==> config.mk <==
export PLATFORM = sky130hd
export DESIGN_NAME = eth_rx_preamble_sfd
export DESIGN_NICKNAME = d
export VERILOG_FILES = /design/src/rtl/eth_rx_preamble_sfd.sv
export SDC_FILE = /design/constraint.sdc
export NUM_CORES = 1
export LEC_CHECK = 0
export BUFFER_PORTS_ARGS = -buffer_cell sky130_fd_sc_hd__buf_2
export CORE_MARGIN = 1
export CORE_UTILIZATION = 40
export CTS_CLUSTER_DIAMETER = 40
export CTS_CLUSTER_SIZE = 24
export DETAILED_ROUTE_END_ITERATION = 7
export PLACE_DENSITY = 0.68
export SYNTH_ARGS = -nofsm -noshare
export SYNTH_HDL_FRONTEND = slang
export SYNTH_SLANG_ARGS = --single-unit
export TNS_END_PERCENT = 50
==> constraint.sdc <==
create_clock -name aclk -period 2.5 [get_ports aclk]
set_clock_uncertainty 0.15 [all_clocks]
set_input_delay 0.5 -clock aclk [delete_from_list [all_inputs] [get_ports aclk]]
set_output_delay 0.5 -clock aclk [all_outputs]
set_load 0.05 [all_outputs]
==> src/rtl/eth_rx_preamble_sfd.sv <==
// GMII receive front end: hunts for preamble + SFD, forwards payload bytes (FCS included)
// one cycle later, and reports frame completion, abort and length.
module eth_rx_preamble_sfd #(
    parameter int MIN_PREAMBLE = 6,
    parameter int MAX_FRAME    = 1522
) (
    input  logic        aclk,
    input  logic        aresetn,
    input  logic [7:0]  gmii_rxd,
    input  logic        gmii_rx_dv,
    input  logic        gmii_rx_er,
    output logic [7:0]  data_out,
    output logic        data_valid,
    output logic        preamble_sfd_valid,
    output logic        frame_done,
    output logic        frame_error,
    output logic [10:0] frame_len
);

    typedef enum logic [1:0] {
        IDLE     = 2'd0,
        PREAMBLE = 2'd1,
        DATA     = 2'd2,
        DROP     = 2'd3
    } state_t;

    localparam logic [7:0]  PRE_BYTE = 8'h55;
    localparam logic [7:0]  SFD_BYTE = 8'hD5;
    localparam logic [3:0]  PRE_SAT  = 4'hF;
    localparam logic [3:0]  MIN_PRE  = 4'(MIN_PREAMBLE);
    localparam logic [10:0] MAX_LEN  = 11'(MAX_FRAME);

    state_t      state_q, state_d;
    logic [3:0]  pre_cnt_q, pre_cnt_d;
    logic [10:0] byte_cnt_q, byte_cnt_d;
    logic [7:0]  data_out_q, data_out_d;
    logic        data_valid_q, data_valid_d;
    logic        sof_q, sof_d;
    logic        done_q, done_d;
    logic        err_q, err_d;
    logic [10:0] len_q, len_d;

    // State and registered outputs; synchronous active-low reset.
    always_ff @(posedge aclk) begin
        if (!aresetn) begin
            state_q      <= IDLE;
            pre_cnt_q    <= 4'd0;
            byte_cnt_q   <= 11'd0;
            data_out_q   <= 8'h00;
            data_valid_q <= 1'b0;
            sof_q        <= 1'b0;
            done_q       <= 1'b0;
            err_q        <= 1'b0;
            len_q        <= 11'd0;
        end else begin
            state_q      <= state_d;
            pre_cnt_q    <= pre_cnt_d;
            byte_cnt_q   <= byte_cnt_d;
            data_out_q   <= data_out_d;
            data_valid_q <= data_valid_d;
            sof_q        <= sof_d;
            done_q       <= done_d;
            err_q        <= err_d;
            len_q        <= len_d;
        end
    end

    // Next-state and next-output decode.
    always_comb begin
        state_d      = state_q;
        pre_cnt_d    = pre_cnt_q;
        byte_cnt_d   = byte_cnt_q;
        data_out_d   = 8'h00;
        data_valid_d = 1'b0;
        sof_d        = 1'b0;
        done_d       = 1'b0;
        err_d        = 1'b0;
        len_d        = len_q;

        case (state_q)
            IDLE: begin
                if (gmii_rx_dv) begin
                    if (gmii_rxd == PRE_BYTE) begin
                        state_d   = PREAMBLE;
                        pre_cnt_d = 4'd1;
                    end else begin
                        state_d   = DROP;
                        pre_cnt_d = 4'd0;
                    end
                end else begin
                    pre_cnt_d = 4'd0;
                end
            end

            PREAMBLE: begin
                if (!gmii_rx_dv) begin
                    state_d = IDLE;
                end else if (gmii_rx_er) begin
                    state_d = DROP;
                end else if (gmii_rxd == PRE_BYTE) begin
                    if (pre_cnt_q != PRE_SAT) begin
                        pre_cnt_d = pre_cnt_q + 4'd1;
                    end else begin
                        pre_cnt_d = pre_cnt_q;
                    end
                end else if ((gmii_rxd == SFD_BYTE) && (pre_cnt_q >= MIN_PRE)) begin
                    // SFD is consumed here and never forwarded.
                    state_d    = DATA;
                    byte_cnt_d = 11'd0;
                end else begin
                    state_d = DROP;
                end
            end

            DATA: begin
                if (!gmii_rx_dv) begin
                    state_d = IDLE;
                    len_d   = byte_cnt_q;
                    // An SFD with no payload behind it is an abort, not a frame.
                    if (byte_cnt_q == 11'd0) begin
                        err_d = 1'b1;
                    end else begin
                        done_d = 1'b1;
                    end
                end else if (gmii_rx_er || (byte_cnt_q == MAX_LEN)) begin
                    state_d = DROP;
                    err_d   = 1'b1;
                    len_d   = byte_cnt_q;
                end else begin
                    data_out_d   = gmii_rxd;
                    data_valid_d = 1'b1;
                    sof_d        = (byte_cnt_q == 11'd0);
                    byte_cnt_d   = byte_cnt_q + 11'd1;
                end
            end

            DROP: begin
                if (!gmii_rx_dv) begin
                    state_d = IDLE;
                end else begin
                    state_d = DROP;
                end
            end

            default: begin
                state_d = IDLE;
            end
        endcase
    end

    assign data_out           = data_out_q;
    assign data_valid         = data_valid_q;
    assign preamble_sfd_valid = sof_q;
    assign frame_done         = done_q;
    assign frame_error        = err_q;
    assign frame_len          = len_q;

endmodule
Word level (Yosys, flattened, before mapping)
Index checks and enable logic that the tools add are counted.
{"block": "word_totals", "ff_bits": 40, "input_bits": 12, "output_inout_bits": 23, "elab_cells": 79}
{"block": "op_classes", "n_addsub": 2, "n_lt_le_gt_ge": 1, "n_eq_ne": 19, "muxes": 31, "bitwise_logic": 3, "reduce_logical": 14}
{"operator": "11-bit 2-to-1 mux", "n": 8}
{"operator": "11-bit case mux with 2 select lines", "n": 1}
{"operator": "4-bit 2-to-1 mux", "n": 5}
{"operator": "2-bit inequality test (second input constant)", "n": 9}
{"operator": "2-bit 2-to-1 mux", "n": 8}
{"operator": "11-bit by 1-bit adder with 11-bit output (second input constant)", "n": 1}
{"operator": "11-bit equality test (second input constant)", "n": 1}
{"operator": "11-bit logical NOT", "n": 1}
{"operator": "8-bit by 7-bit equality test with 1-bit output (second input constant)", "n": 1}
{"operator": "8-bit equality test (second input constant)", "n": 1}
{"operator": "4-bit inequality test (second input constant)", "n": 2}
{"operator": "2-bit case mux with 4 select lines", "n": 1}
{"operator": "4-bit case mux with 2 select lines", "n": 1}
{"operator": "1-bit 2-to-1 mux", "n": 7}
{"operator": "7-bit AND reduction", "n": 1}
{"operator": "3-bit AND reduction", "n": 2}
{"operator": "5-bit AND reduction", "n": 1}
{"operator": "4-bit by 1-bit adder with 4-bit output (second input constant)", "n": 1}
{"operator": "2-bit equality test (second input constant)", "n": 2}
{"operator": "4-bit by 3-bit >= comparator with 1-bit output (second input constant)", "n": 1}
{"operator": "2-bit AND reduction", "n": 2}
{"operator": "2-bit nonzero test", "n": 2}
{"operator": "4-bit OR reduction", "n": 1}
{"operator": "3-bit inequality test (second input constant)", "n": 1}
{"operator": "7 further kinds", "n": 9}

Depth between registers and ports, before layout
Gate-level depths: netlist (run 1).
{"block": "logic_depth", "word_depth": 7, "depth_mapped": 9, "depth_no_buf": 7}

Least setup slack after synthesis (run 1)
Ideal clock, no wire load.
{"block": "synth_path", "kind": "register to register", "start": "register byte_cnt_q[0]", "end": "register byte_cnt_q[9]", "t_arrival_ps": 1661, "required_ps": 2230, "slack_ps": 569, "stages_incl_launch_ff": 9, "period_less_slack_ps": 1931, "cell_sequence": "dfxtp_1 inv_1 ha_1 nand4_1 o31ai_2 and2_1 buf_6 o21a_1 a211o_1"}
{"block": "synth_via", "elab_chain_cells": 4}
{"item": "start: declaration", "line": "35", "source": "logic [10:0] byte_cnt_q, byte_cnt_d;"}
{"item": "start signal: assignment", "line": "58", "source": "byte_cnt_q <= byte_cnt_d;"}
{"item": "11-bit by 1-bit adder with 11-bit output / 11-bit equality test (equally long branches)", "line": "133, 125"}
{"item": "11-bit 2-to-1 mux / 1-bit logical OR (equally long branches)", "line": "125", "source": "end else if (gmii_rx_er || (byte_cnt_q == MAX_LEN)) begin"}
{"item": "11-bit 2-to-1 mux / 2-bit inequality test (equally long branches)"}
{"item": "11-bit case mux with 2 select lines / 7-bit AND reduction (equally long branches)"}
Parallel ways exist; a longest one is shown, timed or not. The select of a mux whose other input is x is not followed.
A chain may end at the register's enable or synchronous reset.

Final worst setup path (run 1)
{"block": "layout_path", "start": "register byte_cnt_q[1]", "end": "register byte_cnt_q[5]"}
The elaborated chain is that of the path after synthesis.

==> flow_summary_export.csv, run 1 <==
group,metric,value,unit
clock_network,clockRootBuffer,"clkbuf_8",
sta,setup_viol,0,
critical_path,critPathRequiredTime,2.55,ns
grt,grt_usage,17.0,%
floorplan,die_area,4900,um^2
place,dp.final_hpwl,2.84,mm
logic_synthesis,yosys.area.top_type_share,43.3,%
power,p_leak,0.906,nW
floorplan,io_pins,35,
logic_synthesis,synth_top_family_by_area,"simple AND/OR/NAND/NOR gates",
logic_synthesis,synthSimpleGateAreaFrac,27.1,%
clock_network,ctsResizeCount,0,
logic_synthesis,yosysSeqAreaShare,43.3,%
place,gp_congestion,0.898,
floorplan,start_util,41.9,%
grt,grt_antenna_before_repair,0,
critical_path,endpoint_kind,"flip-flop",
clock_network,clock_path_buffers,2,
sta,period_share,89.2,%
logic_synthesis,synth-seq-cells,40,
floorplan,die_w,70.0,um
final_layout,diodes,0,
sta,worstMarginPinSlew,0.564,ns
floorplan,die_y,70.0,um
logic_synthesis,syn_area,1850,um^2
detailed_routing,ant_nets,0,
grt,grtUsageMet3,3.46,%
sta,rsz0062_at_grt,"false",
critical_path,path_buf_inv,0,
logic_synthesis,synthAdderAreaFrac,3.38,%
clock_network,clkTransAtPathRegs,0.08,ns
place,io_buffers,34,
clock_network,clock_sinks,40,
logic_synthesis,yosys_warnings,0,
detailed_routing,drc,0,
critical_path,cp-start-kind,"flip-flop",
critical_path,path_cells,"ha_1 -> nand4_1 -> o31ai_2 -> and2_1 -> o21ai_2 -> o21ai_0",
detailed_routing,vias,1610,
grt,grt_max_degree,20,
logic_synthesis,synth-xor-area-share,0,%
final_layout,drive_gt1_share,22.6,%
critical_path,crit_arrival,2.28,ns
logic_synthesis,synth_top_area_cell,"dfxtp_1",
grt,grt_pass1_wl,6.67,mm
logic_synthesis,synth.area.top_cells,"dfxtp_1, nand2_1, a21boi_1",
logic_synthesis,syn_inst,206,
clock_network,insertion_delay,0.29,ns
detailed_routing,first_pass_iters,4,
logic_synthesis,synth_nets,223,
grt,top_usage_layer,"met2",
power,power.density,617,nW/um^2
logic_synthesis,synthArstFlopShare,0,%
logic_synthesis,synthMuxAreaShare,0.541,%
sta,finalMaxSlewViolations,0,
grt,met2_usage,29.3,%
floorplan,num_rows,24,
grt,grtUsageMet1,20.9,%
sta,hold_viol,0,
critical_path,crit_type,"reg2reg",
flow_run,drv_cap,0,
sta,relSlewSlack,62.4,%
detailed_routing,wl,3.92,mm
detailed_routing,post_drt_wl_per_cell,13.3,um
sta,hold_ws,0.268,ns
sta,max_freq,449,MHz
detailed_routing,vias_per_cell,5.46,
logic_synthesis,synth_common_cells,"dfxtp_1, nand2_1, and2_1",
clock_network,numCtsBuffers,5,
logic_synthesis,synth_cell_types,49,
critical_path,critPathMaxFanout,10,
critical_path,critPathSlowestCell,"and2_1",
power,ir_worst_vdd,558,uV
logic_synthesis,avgSynthCellArea,8.98,um^2
critical_path,max_stage_delay,0.43,ns
clock_network,cts_hold_buffers,0,
clock_network,ctsHtreeMaxLevel,2,
grt,overflow,0,
logic_synthesis,synthFlopType,"dfxtp_1",
hold_path,hold_class,"in2reg",
logic_synthesis,synth_edf_count,0,
final_layout,nets,260,
status,status,"completed",
clock_network,cts_tree,"built",
floorplan,core_area,4410,um^2
detailed_routing,drtIter0Drc,84,
critical_path,crit_family,"compound AO/OA/AOI/OAI gates",
sta,fin_setup_tns,0,ns
clock_network,postCtsSetupRepairBufs,0,
logic_synthesis,yosysMostFrequentCell,"dfxtp_1",
final_layout,area_delta_synth_final,18.9,%
logic_synthesis,synth-compound-area-share,20.7,%
sta,min_period,2.23,ns
grt,grt_pass1_vias,1457,
per-layer routing:
| layer | vias up | share of wire (%) |
|---|---|---|
| met3 | 7 | 5.5 |
| met5 | - | 0 |
| met2 | 46 | 47 |
| met1 | 750 | 46 |
| li1 | 807 | - |
| met4 | 0 | 1.2 |
final cells by class:
type / count / area [um^2]
multi-input cells: 146 / 957
fillers: 441 / 2210
repair buffers: 39 / 208
well taps: 52 / 65.1
clock inverters: 2 / 60.1
clock buffers: 5 / 68.8
flip-flops and latches: 40 / 801
inverters: 11 / 41.3
where the power goes:
group	leakage (nW)	internal (mW)	total [mW]	switching (mW)
Combinational	0.518	0.0328	0.0894	0.0566
Sequential	0.323	0.644	0.652	0.00826
Clock	0.0642	0.393	0.616	0.223
cells by family (layout without fill, tap and decap cells):
kind of cell | after synthesis | in the layout
AO/OA/AOI/OAI | 52 | 52
adder cells (fa/ha/maj) | 5 | 5
multiplexers | 1 | 1
flip-flops | 40 | 40
AND/OR/NAND/NOR | 88 | 88
buffers and inverters | 20 | 57
cells in the final DEF, fill, tap and decap left out, types with 3 or more instances in the layout:
cell type  count
nor2_1         3
o21ai_0        8
ha_1           5
a21boi_1      10
a21oi_1        6
a31oi_1        7
nor3b_1        3
and2_1        11
and3_1         4
inv_1         10
or4_1          4
o21a_1         4
nand3_1        4
nand2_1       31
nand2b_1       3
buf_2         34
nor3_1        10
buf_4          5
clkbuf_8       5
dfxtp_1       40
flip-flops by register name, indices dropped and copies added, names as in the netlist:
register,count
pre_cnt_q,4
frame_done,1
frame_error,1
preamble_sfd_valid,1
byte_cnt_q,11
data_out,8
frame_len,11
data_valid,1
state_q,2
metrics by stage:
step	total power, mW	cells	util (%)	setup slack (ns)	area, um^2
5_1_grt	1.40	295	49.9	0.0522	2200
2_1_floorplan	0.728	206	-	0.569	1850
4_1_cts	1.36	295	49.9	0.261	2200
6_report	1.36	295	49.9	0.271	2200
3_3_place_gp	0.755	288	46.9	0.323	2070
3_5_place_dp	0.756	288	46.9	0.277	2070
final timing paths:
kind / slack (ns) / start / cells past startpoint / to
hold reg to reg: 0.30 / frame_len[8]$_SDFFE_PN0P_ / 2 / frame_len[8]$_SDFFE_PN0P_
setup reg to reg: 0.27 / byte_cnt_q[1]$_SDFFE_PN0P_ / 6 / byte_cnt_q[5]$_SDFFE_PN0P_
hold / removal: 0.27 / gmii_rxd[5] / 2 / data_out[5]$_SDFF_PP0_
setup / recovery: 0.27 / byte_cnt_q[1]$_SDFFE_PN0P_ / 6 / byte_cnt_q[5]$_SDFFE_PN0P_
No activity file was read; power rests on OpenSTA's default activity.
==> inputs of run 2 (changes only) <==
==> constraint.sdc (replaced) <==
create_clock -name aclk -period 2.3 [get_ports aclk]
set_clock_uncertainty 0.15 [all_clocks]
set_input_delay 0.46 -clock aclk [delete_from_list [all_inputs] [get_ports aclk]]
set_output_delay 0.46 -clock aclk [all_outputs]
set_load 0.05 [all_outputs]
==> flow_summary_export.csv, run 2 (synthesis gave the netlist of run 1 again) <==
group,metric,value,unit
status,status,"completed",
critical_path,critPathSlowestCell,"o311ai_4",
floorplan,start_util,41.9,%
floorplan,die_w,70.0,um
detailed_routing,first_pass_iters,4,
floorplan,core_area,4410,um^2
floorplan,die_y,70.0,um
detailed_routing,post_drt_wl_per_cell,13.5,um
place,io_buffers,34,
detailed_routing,drtIter0Drc,51,
power,p_leak,0.939,nW
floorplan,io_pins,35,
critical_path,path_cells,"ha_1 -> nand4_1 -> o311ai_4 -> inv_1 -> a31oi_1 -> o21ai_0",
grt,grt_pass1_wl,6.93,mm
place,placed_area,2090,um^2
hold_path,hold_class,"in2reg",
critical_path,path_buf_inv,1,
final_layout,drive_gt1_share,24.3,%
place,gp_congestion,0.851,
critical_path,crit_arrival,2.16,ns
final_layout,nets,263,
sta,finalMaxSlewViolations,0,
detailed_routing,drc,0,
sta,min_period,2.14,ns
sta,period_share,93.1,%
sta,worstMarginPinSlew,0.521,ns
detailed_routing,ant_nets,0,
sta,rsz0062_at_grt,"false",
sta,max_freq,467,MHz
final_layout,diodes,0,
clock_network,ctsHtreeMaxLevel,2,
clock_network,postCtsSetupRepairBufs,0,
detailed_routing,wl,4.04,mm
critical_path,critPathMaxFanout,11,
hold_path,min_from,"gmii_rxd[0]",
clock_network,clock_sinks,40,
grt,grt_antenna_before_repair,0,
grt,grt_max_degree,21,
clock_network,numCtsBuffers,5,
grt,grt_pass1_vias,1547,
critical_path,cp-start-kind,"flip-flop",
critical_path,max_stage_delay,0.50,ns
critical_path,rr_startpoint,"byte_cnt_q[1]$_SDFFE_PN0P_",
floorplan,die_area,4900,um^2
final_layout,final_cell_area,2260,um^2
clock_network,clockRootBuffer,"clkbuf_8",
place,dp.final_hpwl,2.92,mm
clock_network,ctsResizeCount,0,
clock_network,cts_hold_buffers,0,
flow_run,drv_cap,0,
critical_path,crit_family,"compound AO/OA/AOI/OAI gates",
final_layout,most-common-layout-cells,"dfxtp_1, buf_2, nand2_1",
clock_network,clock_path_buffers,2,
critical_path,endpoint_kind,"flip-flop",
clock_network,cts_tree,"built",
clock_network,insertion_delay,0.29,ns
power,power.density,709,nW/um^2
sta,setup_viol,0,
sta,relSlewSlack,65.3,%
critical_path,crit_type,"reg2reg",
final_layout,n_fill_cell,425,
floorplan,num_rows,24,
sta,hold_viol,0,
detailed_routing,vias_per_cell,5.45,
critical_path,critPathRequiredTime,2.32,ns
final_layout,area_delta_synth_final,22.1,%
detailed_routing,vias,1630,
clock_network,clkTransAtPathRegs,0.08,ns
power,ir_worst_vdd,415,uV
sta,fin_setup_tns,0,ns
grt,overflow,0,
critical_path,cp-startpoint,"byte_cnt_q[1]$_SDFFE_PN0P_",
grt,grt_usage,17.5,%
final_layout,mostFrequentLayoutCell,"dfxtp_1",
run 2: layout make-up:
type	instances	area, um^2	area share (%)
Clock inverter	3	90.1	3.99
Clock buffer	5	68.8	3.05
Multi-Input combinational cell	146	963	42.6
Sequential cell	40	801	35.4
Inverter	11	41.3	1.83
Timing Repair Buffer	42	230	10.2
Tap cell	52	65.1	2.88
run 2: worst paths after layout:
check                                     to  slack (ns)  cells after the start
setup reg to reg  byte_cnt_q[2]$_SDFFE_PN0P_        0.16                      6
hold / removal        data_out[0]$_SDFF_PP0_        0.23                      2
hold reg to reg    frame_len[9]$_SDFFE_PN0P_        0.30                      2
setup / recovery  byte_cnt_q[2]$_SDFFE_PN0P_        0.16                      6
run 2: power breakdown:
group          internal, mW  switching (mW)
clock                 0.543           0.249
sequential            0.700         0.00700
combinational        0.0390          0.0655
total                  1.28           0.321
run 2: stage by stage:
stage	total power, mW	hold slack, ns	utilization [%]	worst slack [ns]	cells
floorplan	0.791	0.314	-	0.369	206
global placement	0.825	0.294	47.4	0.147	291
detailed placement	0.826	0.299	47.4	0.129	291
CTS	1.62	0.221	51.0	0.103	299
global route	1.65	0.227	51.2	0.0338	299
finish	1.60	0.229	51.2	0.160	299
run 2: per-layer routing:
layer	routed length, um	vias to the layer above	GRT usage (%)
li1	-	811	-
met1	1860	776	21.1
met2	1980	38	29.8
met3	163	5	4.18
met4	38	0	6.89
met5	0	-	0
==> inputs of run 3 (changes only) <==
--- a/config.mk
+++ b/config.mk
@@ -8,10 +8,12 @@
 export BUFFER_PORTS_ARGS = -buffer_cell sky130_fd_sc_hd__buf_2
 export CORE_MARGIN = 1
 export CORE_UTILIZATION = 40
+export CTS_BUF_LIST = sky130_fd_sc_hd__clkbuf_16
 export CTS_CLUSTER_DIAMETER = 40
 export CTS_CLUSTER_SIZE = 24
 export DETAILED_ROUTE_END_ITERATION = 7
 export PLACE_DENSITY = 0.68
+export REMOVE_ABC_BUFFERS = 1
 export SYNTH_ARGS = -nofsm -noshare
 export SYNTH_HDL_FRONTEND = slang
 export SYNTH_SLANG_ARGS = --single-unit
==> flow_summary_export.csv, run 3 (synthesis gave the netlist of run 1 again) <==
group,metric,value,unit
power,power.density,657,nW/um^2
critical_path,ff2ff_path_depth,7,
hold_path,whs_endpoint,"data_out[0]$_SDFF_PP0_",
detailed_routing,drc,0,
floorplan,die_w,70.0,um
sta,period_share,91.4,%
detailed_routing,post_drt_wl_per_cell,13.0,um
final_layout,mostFrequentLayoutCell,"dfxtp_1",
sta,relSlewSlack,65.0,%
floorplan,num_rows,24,
hold_path,min_from,"gmii_rxd[0]",
sta,fin_setup_tns,0,ns
detailed_routing,vias_per_cell,5.17,
critical_path,cp-start-kind,"flip-flop",
clock_network,clock_path_buffers,2,
detailed_routing,first_pass_iters,4,
critical_path,path_buf_inv,1,
critical_path,cp-startpoint,"pre_cnt_q[0]$_SDFFE_PN0P_",
critical_path,endpoint_kind,"flip-flop",
sta,rsz0062_at_grt,"false",
final_layout,area_delta_synth_final,20.7,%
detailed_routing,ant_nets,0,
place,dp.final_hpwl,2.95,mm
sta,worst_slack,0.197,ns
floorplan,core_area,4410,um^2
flow_run,drv_cap,0,
sta,hold_viol,0,
critical_path,rr_startpoint,"pre_cnt_q[0]$_SDFFE_PN0P_",
critical_path,r2r-end,"byte_cnt_q[8]$_SDFFE_PN0P_",
power,ir_worst_vdd,312,uV
critical_path,reg2reg_slack,0.20,ns
place,io_buffers,34,
status,status,"completed",
grt,grt_pass1_vias,1439,
place,preCtsSetupSlack,0.140,ns
hold_path,hold_class,"in2reg",
floorplan,start_util,41.9,%
critical_path,crit_type,"reg2reg",
sta,setup_viol,0,
power,p_leak,0.926,nW
sta,worstMarginPinSlew,0.525,ns
clock_network,insertion_delay,0.28,ns
detailed_routing,drtIter0Drc,75,
clock_network,clock_sinks,40,
sta,min_period,2.10,ns
detailed_routing,wl,3.89,mm
grt,grt_pass1_wl,6.64,mm
sta,finalMaxSlewViolations,0,
hold_path,min_delay_path_depth,2,
detailed_routing,vias,1547,
grt,grt_antenna_before_repair,0,
critical_path,path_cells,"inv_1 -> ha_1 -> o21a_1 -> o2111a_1 -> o22ai_1 -> o21ai_2 -> o21ai_0",
floorplan,die_area,4900,um^2
clock_network,cts_tree,"built",
final_layout,nets,263,
critical_path,crit_family,"compound AO/OA/AOI/OAI gates",
grt,grt_usage,17.1,%
clock_network,clockRootBuffer,"clkbuf_16",
floorplan,io_pins,35,
critical_path,max_stage_delay,0.42,ns
final_layout,diodes,0,
clock_network,ctsResizeCount,0,
grt,overflow,0,
critical_path,critPathMaxFanout,8,
sta,max_freq,476,MHz
clock_network,clkTransAtPathRegs,0.06,ns
critical_path,critPathRequiredTime,2.35,ns
final_layout,drive_gt1_share,23.5,%
clock_network,postCtsSetupRepairBufs,0,
critical_path,crit_arrival,2.16,ns
place,gp_congestion,0.867,
clock_network,numCtsBuffers,5,
final_layout,most-common-layout-cells,"dfxtp_1, buf_2, nand2_1",
clock_network,ctsHtreeMaxLevel,2,
grt,grt_max_degree,20,
critical_path,critPathSlowestCell,"o22ai_1",
clock_network,cts_hold_buffers,0,
floorplan,die_y,70.0,um
==> run 3: per-layer routing <==
metal / part of all wire, % / GRT usage, % / vias up
met3: 3.8 / 3.90 / 8
met4: 2.0 / 7.78 / 0
met5: 0 / 0 / -
met2: 46 / 27.6 / 42
met1: 48 / 21.6 / 680
li1: - / - / 817
==> run 3: where the power goes <==
group	switching (mW)	total, mW	internal, mW
sequential	0.00911	0.710	0.701
combinational	0.0620	0.100	0.0381
clock	0.264	0.657	0.393
total	0.335	1.47	1.13
==> run 3: layout make-up <==
type	count	area, um^2
flip-flops and latches	40	801
inverters	11	41.3
well taps	52	65.1
fillers	406	2180
multi-input cells	146	957
repair buffers	42	230
clock inverters	3	13.8
clock buffers	5	125
==> run 3: how the worst max path moves through the flow <==
| stage | endpoint | slack (ns) | depth (start not counted) |
|---|---|---|---|
| floorplan | byte_cnt_q[7]$_SDFFE_PN0P_ | 0.20 | 7 |
| global route | byte_cnt_q[10]$_SDFFE_PN0P_ | 0.03 | 7 |
| CTS | byte_cnt_q[7]$_SDFFE_PN0P_ | 0.20 | 7 |
| finish | byte_cnt_q[8]$_SDFFE_PN0P_ | 0.20 | 7 |
| global placement | pre_cnt_q[3]$_SDFFE_PN0P_ | 0.18 | 6 |
| detailed placement | pre_cnt_q[3]$_SDFFE_PN0P_ | 0.14 | 6 |
==> run 3: per-stage QoR <==
stage               hold slack (ns)  instances  utilization, %  cell area (um^2)  power [mW]
floorplan                     0.314        197               -              1800       0.783
global placement              0.289        291            47.4              2090       0.825
detailed placement            0.293        291            47.4              2090       0.825
CTS                           0.244        299            50.6              2230        1.48
global route                  0.249        299            50.6              2230        1.51
finish                        0.247        299            50.6              2230        1.47
